### config.mk
export PLATFORM = sky130hd
export DESIGN_NAME = coeff_update_seq_flat
export DESIGN_NICKNAME = d
export VERILOG_FILES = /design/src/rtl/coeff_update_seq_if.sv /design/src/rtl/coeff_update_seq.sv /design/src/flat_wrapper.sv
export SDC_FILE = /design/constraint.sdc
export NUM_CORES = 2
export LEC_CHECK = 0
export BUFFER_PORTS_ARGS = -buffer_cell sky130_fd_sc_hd__clkbuf_2
export CAP_MARGIN = 25
export CELL_PAD_IN_SITES_DETAIL_PLACEMENT = 0
export CELL_PAD_IN_SITES_GLOBAL_PLACEMENT = 2
export CORE_UTILIZATION = 36
export CTS_CLUSTER_SIZE = 24
export DETAILED_ROUTE_END_ITERATION = 10
export PLACE_DENSITY = 0.85
export SLEW_MARGIN = 10
export SYNTH_ARGS = -nofsm -noshare
export SYNTH_HDL_FRONTEND = slang
export SYNTH_SLANG_ARGS = --single-unit
### constraint.sdc
create_clock -name clk -period 34.2 [get_ports clk]
set_input_delay 10.26 -clock clk [delete_from_list [all_inputs] [get_ports clk]]
set_output_delay 10.26 -clock clk [all_outputs]
set_load 0.01 [all_outputs]
### src/rtl/coeff_update_seq_if.sv
// Request/response bundle for coeff_update_seq: operand banks and k in,
// committed coefficient bank out, with a valid/ready accept handshake.
interface coeff_update_seq_if #(
  parameter int ORDER = 10,
  parameter int IN_W  = 32,
  parameter int K_W   = 16,
  parameter int OUT_W = 16
);
  logic [(ORDER+1)*IN_W-1:0]  aL_flat;
  logic [(ORDER+1)*IN_W-1:0]  aR_flat;
  logic [K_W-1:0]             k;
  logic                       v;
  logic                       ready;
  logic [(ORDER+1)*OUT_W-1:0] a_next_flat;
  logic                       vout;
  logic                       sat;

  modport master (
    output aL_flat, aR_flat, k, v,
    input  ready, a_next_flat, vout, sat
  );

  modport slave (
    input  aL_flat, aR_flat, k, v,
    output ready, a_next_flat, vout, sat
  );
endinterface

### src/rtl/coeff_update_seq.sv
// Time-multiplexed Levinson-Durbin update a_next[i] = round(aL[i] + aR[i]*k),
// one shared multiplier, two-stage pipeline, atomic commit of the whole bank.
module coeff_update_seq #(
  parameter int ORDER = 10,
  parameter int IN_W  = 32,
  parameter int K_W   = 16,
  parameter int OUT_W = 16,
  parameter int FRAC  = 15,
  parameter int SAT   = 1
) (
  input  logic               clk,
  input  logic               rst,
  coeff_update_seq_if.slave  bus
);

  localparam int N     = ORDER + 1;
  localparam int IDX_W = (N > 1) ? $clog2(N) : 1;
  localparam int PW    = IN_W + K_W;
  localparam int SW    = PW + 1;

  localparam logic [IDX_W-1:0]    LAST_IDX = IDX_W'(ORDER);
  localparam logic signed [SW-1:0] RND     = {{(SW-1){1'b0}}, 1'b1} << (FRAC-1);
  localparam logic signed [SW-1:0] MAX_V   = {{(SW-OUT_W+1){1'b0}}, {(OUT_W-1){1'b1}}};
  localparam logic signed [SW-1:0] MIN_V   = ~MAX_V;

  typedef enum logic [1:0] {
    S_IDLE,
    S_RUN,
    S_DRAIN
  } state_t;

  state_t                    state_q,   state_d;
  logic [IDX_W-1:0]          idx_q,     idx_d;
  logic                      drain_q,   drain_d;
  logic                      p_vld_q,   p_vld_d;
  logic                      sat_acc_q, sat_acc_d;
  logic                      sat_q,     sat_d;
  logic                      vout_q,    vout_d;
  logic [OUT_W-1:0]          a_next_q [N];
  logic [OUT_W-1:0]          a_next_d [N];

  logic signed [IN_W-1:0]    al_q [N];
  logic signed [IN_W-1:0]    al_d [N];
  logic signed [IN_W-1:0]    ar_q [N];
  logic signed [IN_W-1:0]    ar_d [N];
  logic signed [K_W-1:0]     k_q,       k_d;
  logic signed [PW-1:0]      p_q,       p_d;
  logic [IDX_W-1:0]          p_idx_q,   p_idx_d;
  logic [OUT_W-1:0]          bank_q [N];
  logic [OUT_W-1:0]          bank_d [N];

  logic signed [PW-1:0]      ar_ext, k_ext;
  logic signed [SW-1:0]      al_ext, p_ext, s_sum, r_shift;
  logic [OUT_W-1:0]          res;
  logic                      clamp;

  // Stage 2: full-width sum, round-half-up, arithmetic shift, optional clamp.
  always_comb begin
    al_ext  = {{(SW-IN_W){al_q[p_idx_q][IN_W-1]}}, al_q[p_idx_q]};
    p_ext   = {p_q[PW-1], p_q};
    s_sum   = (al_ext <<< FRAC) + p_ext + RND;
    r_shift = s_sum >>> FRAC;
    res     = r_shift[OUT_W-1:0];
    clamp   = 1'b0;
    if (SAT != 0) begin
      if (r_shift > MAX_V) begin
        res   = MAX_V[OUT_W-1:0];
        clamp = 1'b1;
      end else if (r_shift < MIN_V) begin
        res   = MIN_V[OUT_W-1:0];
        clamp = 1'b1;
      end
    end
  end

  always_comb begin
    // NOTE: every variable gets a default before the case so no path leaves
    // it unassigned; a missing default here would infer a latch.
    state_d   = state_q;
    idx_d     = idx_q;
    drain_d   = drain_q;
    p_vld_d   = 1'b0;
    sat_acc_d = sat_acc_q;
    sat_d     = sat_q;
    vout_d    = 1'b0;
    a_next_d  = a_next_q;
    al_d      = al_q;
    ar_d      = ar_q;
    k_d       = k_q;
    p_d       = p_q;
    p_idx_d   = p_idx_q;
    bank_d    = bank_q;

    ar_ext = {{(PW-IN_W){ar_q[idx_q][IN_W-1]}}, ar_q[idx_q]};
    k_ext  = {{(PW-K_W){k_q[K_W-1]}}, k_q};

    unique case (state_q)
      S_IDLE: begin
        if (bus.v) begin
          for (int i = 0; i < N; i++) begin
            al_d[i] = bus.aL_flat[i*IN_W +: IN_W];
            ar_d[i] = bus.aR_flat[i*IN_W +: IN_W];
          end
          k_d       = bus.k;
          idx_d     = '0;
          sat_acc_d = 1'b0;
          state_d   = S_RUN;
        end
      end
      S_RUN: begin
        p_d     = ar_ext * k_ext;
        p_idx_d = idx_q;
        p_vld_d = 1'b1;
        if (idx_q == LAST_IDX) begin
          drain_d = 1'b0;
          state_d = S_DRAIN;
        end else begin
          idx_d = idx_q + IDX_W'(1);
        end
      end
      S_DRAIN: begin
        // Second drain cycle: the last tap landed in bank_q on the previous edge.
        if (drain_q) begin
          a_next_d = bank_q;
          sat_d    = sat_acc_q;
          vout_d   = 1'b1;
          state_d  = S_IDLE;
        end else begin
          drain_d = 1'b1;
        end
      end
      default: state_d = S_IDLE;
    endcase

    if (p_vld_q) begin
      bank_d[p_idx_q] = res;
      if (clamp) sat_acc_d = 1'b1;
    end
  end

  // NOTE: sequential state is written with non-blocking assignments only, so
  // every flop samples the pre-edge value of every other flop.
  always_ff @(posedge clk) begin
    if (rst) begin
      state_q   <= S_IDLE;
      idx_q     <= '0;
      drain_q   <= 1'b0;
      p_vld_q   <= 1'b0;
      sat_acc_q <= 1'b0;
      sat_q     <= 1'b0;
      vout_q    <= 1'b0;
      a_next_q  <= '{default: '0};
    end else begin
      state_q   <= state_d;
      idx_q     <= idx_d;
      drain_q   <= drain_d;
      p_vld_q   <= p_vld_d;
      sat_acc_q <= sat_acc_d;
      sat_q     <= sat_d;
      vout_q    <= vout_d;
      a_next_q  <= a_next_d;
    end
  end

  // NOTE: operand latches and the result bank carry no reset; they are always
  // rewritten after an accept before anything reads them.
  always_ff @(posedge clk) begin
    al_q    <= al_d;
    ar_q    <= ar_d;
    k_q     <= k_d;
    p_q     <= p_d;
    p_idx_q <= p_idx_d;
    bank_q  <= bank_d;
  end

  always_comb begin
    bus.a_next_flat = '0;
    for (int i = 0; i < N; i++) begin
      bus.a_next_flat[i*OUT_W +: OUT_W] = a_next_q[i];
    end
  end

  assign bus.ready = (state_q == S_IDLE);
  assign bus.vout  = vout_q;
  assign bus.sat   = sat_q;

endmodule

### src/flat_wrapper.sv
// flat-port wrapper written by rule: the top's interface ports become plain ports
module coeff_update_seq_flat 
#(
  parameter int ORDER = 10,
  parameter int IN_W  = 32,
  parameter int K_W   = 16,
  parameter int OUT_W = 16,
  parameter int FRAC  = 15,
  parameter int SAT   = 1
)
  (clk, rst, bus_aL_flat, bus_aR_flat, bus_k, bus_v, bus_ready, bus_a_next_flat, bus_vout, bus_sat);
  coeff_update_seq_if #(.ORDER(ORDER), .IN_W(IN_W), .K_W(K_W), .OUT_W(OUT_W)) bus_i ();
  input  logic clk;
  input  logic rst;
  input wire logic [$bits(bus_i.aL_flat)-1:0] bus_aL_flat;
  input wire logic [$bits(bus_i.aR_flat)-1:0] bus_aR_flat;
  input wire logic [$bits(bus_i.k)-1:0] bus_k;
  input wire logic [$bits(bus_i.v)-1:0] bus_v;
  output wire logic [$bits(bus_i.ready)-1:0] bus_ready;
  output wire logic [$bits(bus_i.a_next_flat)-1:0] bus_a_next_flat;
  output wire logic [$bits(bus_i.vout)-1:0] bus_vout;
  output wire logic [$bits(bus_i.sat)-1:0] bus_sat;
  assign bus_i.aL_flat = bus_aL_flat;
  assign bus_i.aR_flat = bus_aR_flat;
  assign bus_i.k = bus_k;
  assign bus_i.v = bus_v;
  assign bus_ready = bus_i.ready;
  assign bus_a_next_flat = bus_i.a_next_flat;
  assign bus_vout = bus_i.vout;
  assign bus_sat = bus_i.sat;
  coeff_update_seq #(.ORDER(ORDER), .IN_W(IN_W), .K_W(K_W), .OUT_W(OUT_W), .FRAC(FRAC), .SAT(SAT)) u_core (.clk(clk), .rst(rst), .bus(bus_i));
endmodule
# ---- After elaboration in Yosys (flattened, before gate mapping)
# Index checks and enable logic that the tools add are counted.
dict set report word_totals {
  regBits 1135
  output_inout_bits 179
  elab_cells 111
  in_bits 723
}
dict set report classes {
  bitwise_logic 3
  n_addsub 3
  reduce_logical 10
  n_lt_le_gt_ge 5
  n_mux 28
  mul 1
  n_eq_ne 7
}
# op count
set op_table {}
lappend op_table {{$bmux 32 s4} 2}
lappend op_table {{$bwmux 176} 1}
lappend op_table {{$mux 32} 4}
lappend op_table {{$demux 16 s4} 1}
lappend op_table {{$add 47x48->49} 1}
lappend op_table {{$add 49x16->49 const B} 1}
lappend op_table {{$mul 32x16->48} 1}
lappend op_table {{$mux 16} 3}
lappend op_table {{$gt 34x16->1 const B} 1}
lappend op_table {{$lt 34x16->1 const B} 1}
lappend op_table {{$ge 5x5->1 const B} 2}
lappend op_table {{$not 4->5} 2}
lappend op_table {{$mux 1} 9}
lappend op_table {{$mux 4} 2}
lappend op_table {{$pmux 4 s2} 1}
lappend op_table {{$mux 2} 3}
lappend op_table {{$pmux 2 s3} 1}
lappend op_table {{$reduce_and 2->1} 3}
lappend op_table {{$reduce_and 3->1} 2}
lappend op_table {{$lt 5x1->1 const B} 1}
lappend op_table {{$add 4x1->4 const B} 1}
lappend op_table {{$eq 4x4->1 const B} 1}
lappend op_table {{$ne 2x1->1 const B} 2}
lappend op_table {{$ne 2x2->1 const B} 2}
lappend op_table {{other kinds (8)} 9}

# ---- Logic depth before layout (Yosys ltp)
dict set report depth {
  word_depth 11
  ltp_mapped 33
  ltp_nobuf 30
}

# ---- Worst setup path before layout
# No wires, ideal clock.
dict set report synth_path {
  path_type {in2reg}
  startpoint {input port bus_v}
  endpoint {register u_core.idx_q[2]}
  cell_stages 5
  slack_ns 0.126
  t_required_ns 33.232
  n_path_buf 1
  arrival_ns 33.107
  setup_ns 0.968
  cell_sequence {and2_1 > clkbuf_1 > o21ai_0 > xor2_1 > nor3_1}
}
dict set report synth_via {
  elab_chain_len 2
}
# item line
set synth_lines {}
lappend synth_lines {{from (decl)} flat_wrapper.sv:18} ;# input wire logic [$bits(bus_i.v)-1:0] bus_v;
lappend synth_lines {{$ne 2x2->1 (no source line)} n/a}
lappend synth_lines {{$reduce_and 3->1 (no source line)} n/a}
lappend synth_lines {{to (signal assigned)} coeff_update_seq.sv:155} ;# idx_q <= idx_d;
lappend synth_lines {{to (decl)} coeff_update_seq.sv:33} ;# logic [IDX_W-1:0] idx_q, idx_d;
# Every way passes these cells.
# A chain may end at the register's enable or synchronous reset.

# ---- Final worst setup path
dict set report layout_path {
  startpoint {input port bus_v}
  endpoint {register u_core.al_q[73] in the netlist's numbering, enable pin}
}
dict set report layout_via {
  elab_chain_len 1
}
# item line
set layout_lines {}
lappend layout_lines {{$reduce_and 2->1 (no source line)} n/a}
lappend layout_lines {{to (signal assigned)} coeff_update_seq.sv:168} ;# al_q <= al_d;
lappend layout_lines {{to (decl)} coeff_update_seq.sv:42} ;# logic signed [IN_W-1:0] al_q [N];
# Every way passes these cells.

==> impl_metrics.yaml <==
final_layout:
  fillCellCount: 15400
  area_growth_pct: 18.48
  fin_cells: 7832
  drive_gt1_share_pct: 23.75
  final_util_pct: 43.00
  finalNetCount: 6882
logic_synthesis:
  netlist_area_mm2: 0.05987
  synth_enable_flop_cells: 934
  synth_cells: 4652
  async_flop_share_pct: 0
  ys_types: 83
  synth-seq-area-share_pct: 53.10
  synth-main-ff-cell: "edfxtp_1"
  syn_nets: 6007
  yosysWarningCount: 0
  synth_area_per_cell_um2: 12.87
  synth-seq-cells: 1121
worst_setup_path:
  cp_max_fo: 76
  r2r_slack_ns: 23.99
  crit_type: "in2reg"
  start_kind: "primary input"
  crit_required_ns: 34.55
  cp.arrival_ns: 14.03
  cp-end-kind: "register"
worst_hold_path:
  hp-class: "reg2reg"
cts:
  postCtsSetupBuffers: 0
  cts_tree: "yes"
  cts_buffer_depth: 3
  cts_hold_buffers: 0
  worstSkewPairLatency_ns: 0.80
  htreeDepth: 3
  clk_pin_slew_ns: 0.06
  post_cts_resize_count: 0
  cts_root_buf: "clkbuf_16"
  clock_sinks: 1121
  cts_buffers: 114
floorplanning:
  die-area_mm2: 0.1679
  fp.dieH_um: 409.8
  core_mm2: 0.1650
  die_w_um: 409.8
  fp-row-count: 149
  ios: 902
  start_util_pct: 36.29
global_route:
  grt_max_degree: 207
  antenna_found_initial: 25
  grt_pass1_wl_mm: 253.3
  grt_overflow: 0
  grt_usage_pct: 20.31
  grt_pass1_vias: 39370
power:
  switching_share_pct: 44.69
  p_clk_share_pct: 14.4
  ir_worst_vdd_uv: 212.8
  pwr-share-comb_pct: 63.2
  power.switching_mw: 3.864
  power_density_mw_per_mm2: 121.9
  p_seq_share_pct: 22.4
  p_leak_nw: 28.77
  power.internal_mw: 4.782
routing:
  avgViaCountPerCell: 4.905
  drt_wl_total_mm: 172.1
  vias: 38420
  dr.first_iter.drc_count: 2792
  wl_per_cell_um: 21.98
  first_pass_iters: 11
  ant_nets: 0
  drc: 226
sta:
  skew_ns: 0.07557
  finalCritPeriodShare_pct: 40.01
  slew-limit-headroom_pct: 17.76
  finalHoldViolCount: 0
  setup_viol: 0
  tightest_slew_ns: 1.234
  fin_crit_ns: 13.68
  slew_violations: 0
  tns_ns: 0
  rsz0062_at_grt: "no"
  fmax_mhz: 73.09
job:
  drv_cap: 0
place:
  port_buffers: 901
  hpwl_mm: 125.0
  place_inst: 7595
  gp_congestion: 0.8629
run_status:
  violations: "DRC"
  outcome: "finished with violations"
cell usage in the layout (no fill, tap or decap), types with 7 or more instances in the layout:
master     synthesis  final
nand4_1           15     15
or3_1              7      7
a21o_1            54     54
buf_4              2     79
o21ai_1           15     15
nand2b_1          15     15
mux2i_1          134    134
edfxtp_1         934    934
nor2b_1           13     11
o211ai_1           8      8
mux4_2           124    124
clkbuf_16          0    117
clkinv_1           0     15
nor3_1            32     29
fa_1             486    486
or2_2              9      8
dfxtp_1          187    183
nand3_1           23     23
clkbuf_2           0    900
and2_1           203    202
ha_1             146    146
o21a_1             9      9
nand2_1          693    693
diode_2            0     18
clkinv_2           0     17
clkbuf_1         195     35
a21oi_1          319    319
o21ai_0           35     35
inv_1            585    584
xor2_1            19     19
o22ai_2            1     13
xnor2_1           44     44
o22ai_1           64     52
nor2_1           148    143
critical path, cell delays in order:
cell and delay [ns]:
clkbuf_2 0.07, and2_4 0.40, buf_4 0.76, buf_4 0.47, buf_16 0.32, buf_4 0.69, buf_4 0.85
power by group through the flow:
stage / sequential (mW) / combinational [mW] / clock (mW)
floorplan: 2.00 / 3.93 / 0
global placement: 1.96 / 5.46 / 0
detailed placement: 1.97 / 5.55 / 0
CTS: 1.94 / 5.58 / 1.27
global route: 1.94 / 6.25 / 1.32
finish: 1.94 / 5.47 / 1.24
per-layer routing:
metal  vias up  share of wire [%]  track usage [%]
met4         2                2.3            5.623
met5         -             0.0070                0
met3       195                5.8            3.414
met2      1233                 49            34.19
li1      17550                  -                -
met1     19440                 42            26.96
cells in the mapped netlist, drive strengths merged, types with 51 or more instances:
cell type	instances	share of area, %
edfxtp	934	47
mux4	124	4.7
a21o	54	0.68
inv	585	3.7
nor2	149	0.94
dfxtp	187	6.3
nand2	694	4.4
and2	203	2.1
mux2i	134	2.2
fa	486	16
ha	146	3.1
clkbuf	195	1.2
o21ai	51	0.43
o22ai	65	0.69
a21oi	322	2.7
flip-flops by register name (all words and copies together) (netlist names):
register and cells:
u_core.sat_acc_q 1, u_core.ar_q 352, u_core.bus.vout 1, u_core.idx_q 4, u_core.drain_q 1, u_core.al_q 352, u_core.p_vld_q 1, u_core.bus.sat 1
u_core.bank_q 176, u_core.state_q 2, u_core.k_q 16, u_core.p_idx_q 4, u_core.p_q 34, u_core.bus.a_next_flat 176
kinds of logic after synthesis:
kind of cell,after synthesis,share of synthesized area (%)
flops,1121,53.10
fa+ha+maj,632,19.30
simple gates,1195,8.978
buf+inv,817,5.202
compound gates,564,5.557
xor+xnor,63,0.9216
mux,260,6.942
path summary, 6_finish.rpt:
| kind | start | endpoint | depth (start not counted) |
|---|---|---|---|
| hold / removal | u_core.bus.a_next_flat[150]$_SDFFE_PP0P_ | u_core.bus.a_next_flat[150]$_SDFFE_PP0P_ | 2 |
| hold reg to reg | u_core.bus.a_next_flat[150]$_SDFFE_PP0P_ | u_core.bus.a_next_flat[150]$_SDFFE_PP0P_ | 2 |
| setup / recovery | bus_v | u_core.al_q[73]$_DFFE_PP_ | 7 |
| setup reg to reg | u_core.idx_q[0]$_SDFFE_PP0P_ | u_core.p_q[47]$_DFFE_PP_ | 28 |
final cells by class:
class / count / area (um2) / share of cell area (%)
flip-flops and latches: 1121 / 31800 / 44.83
multi-input cells: 2714 / 25100 / 35.39
repair buffers: 991 / 5318 / 7.496
clock buffers: 157 / 3128 / 4.409
well taps: 2189 / 2739 / 3.861
inverters: 585 / 2196 / 3.095
clock inverters: 57 / 610.6 / 0.8607
diodes: 18 / 45.04 / 0.06350
through the flow:
step                setup slack, ns  hold slack (ns)  area [um2]  total power, mW
finish                        20.52           0.4528       70940            8.647
global route                  20.25           0.4703       70940            9.517
CTS                           20.34           0.4545       70800            8.795
detailed placement            19.51           0.4465       67060            7.515
global placement              19.66           0.4433       66990            7.420
floorplan                    0.1257           0.4161       59870            5.929
Power figures use the tool's default switching activity.
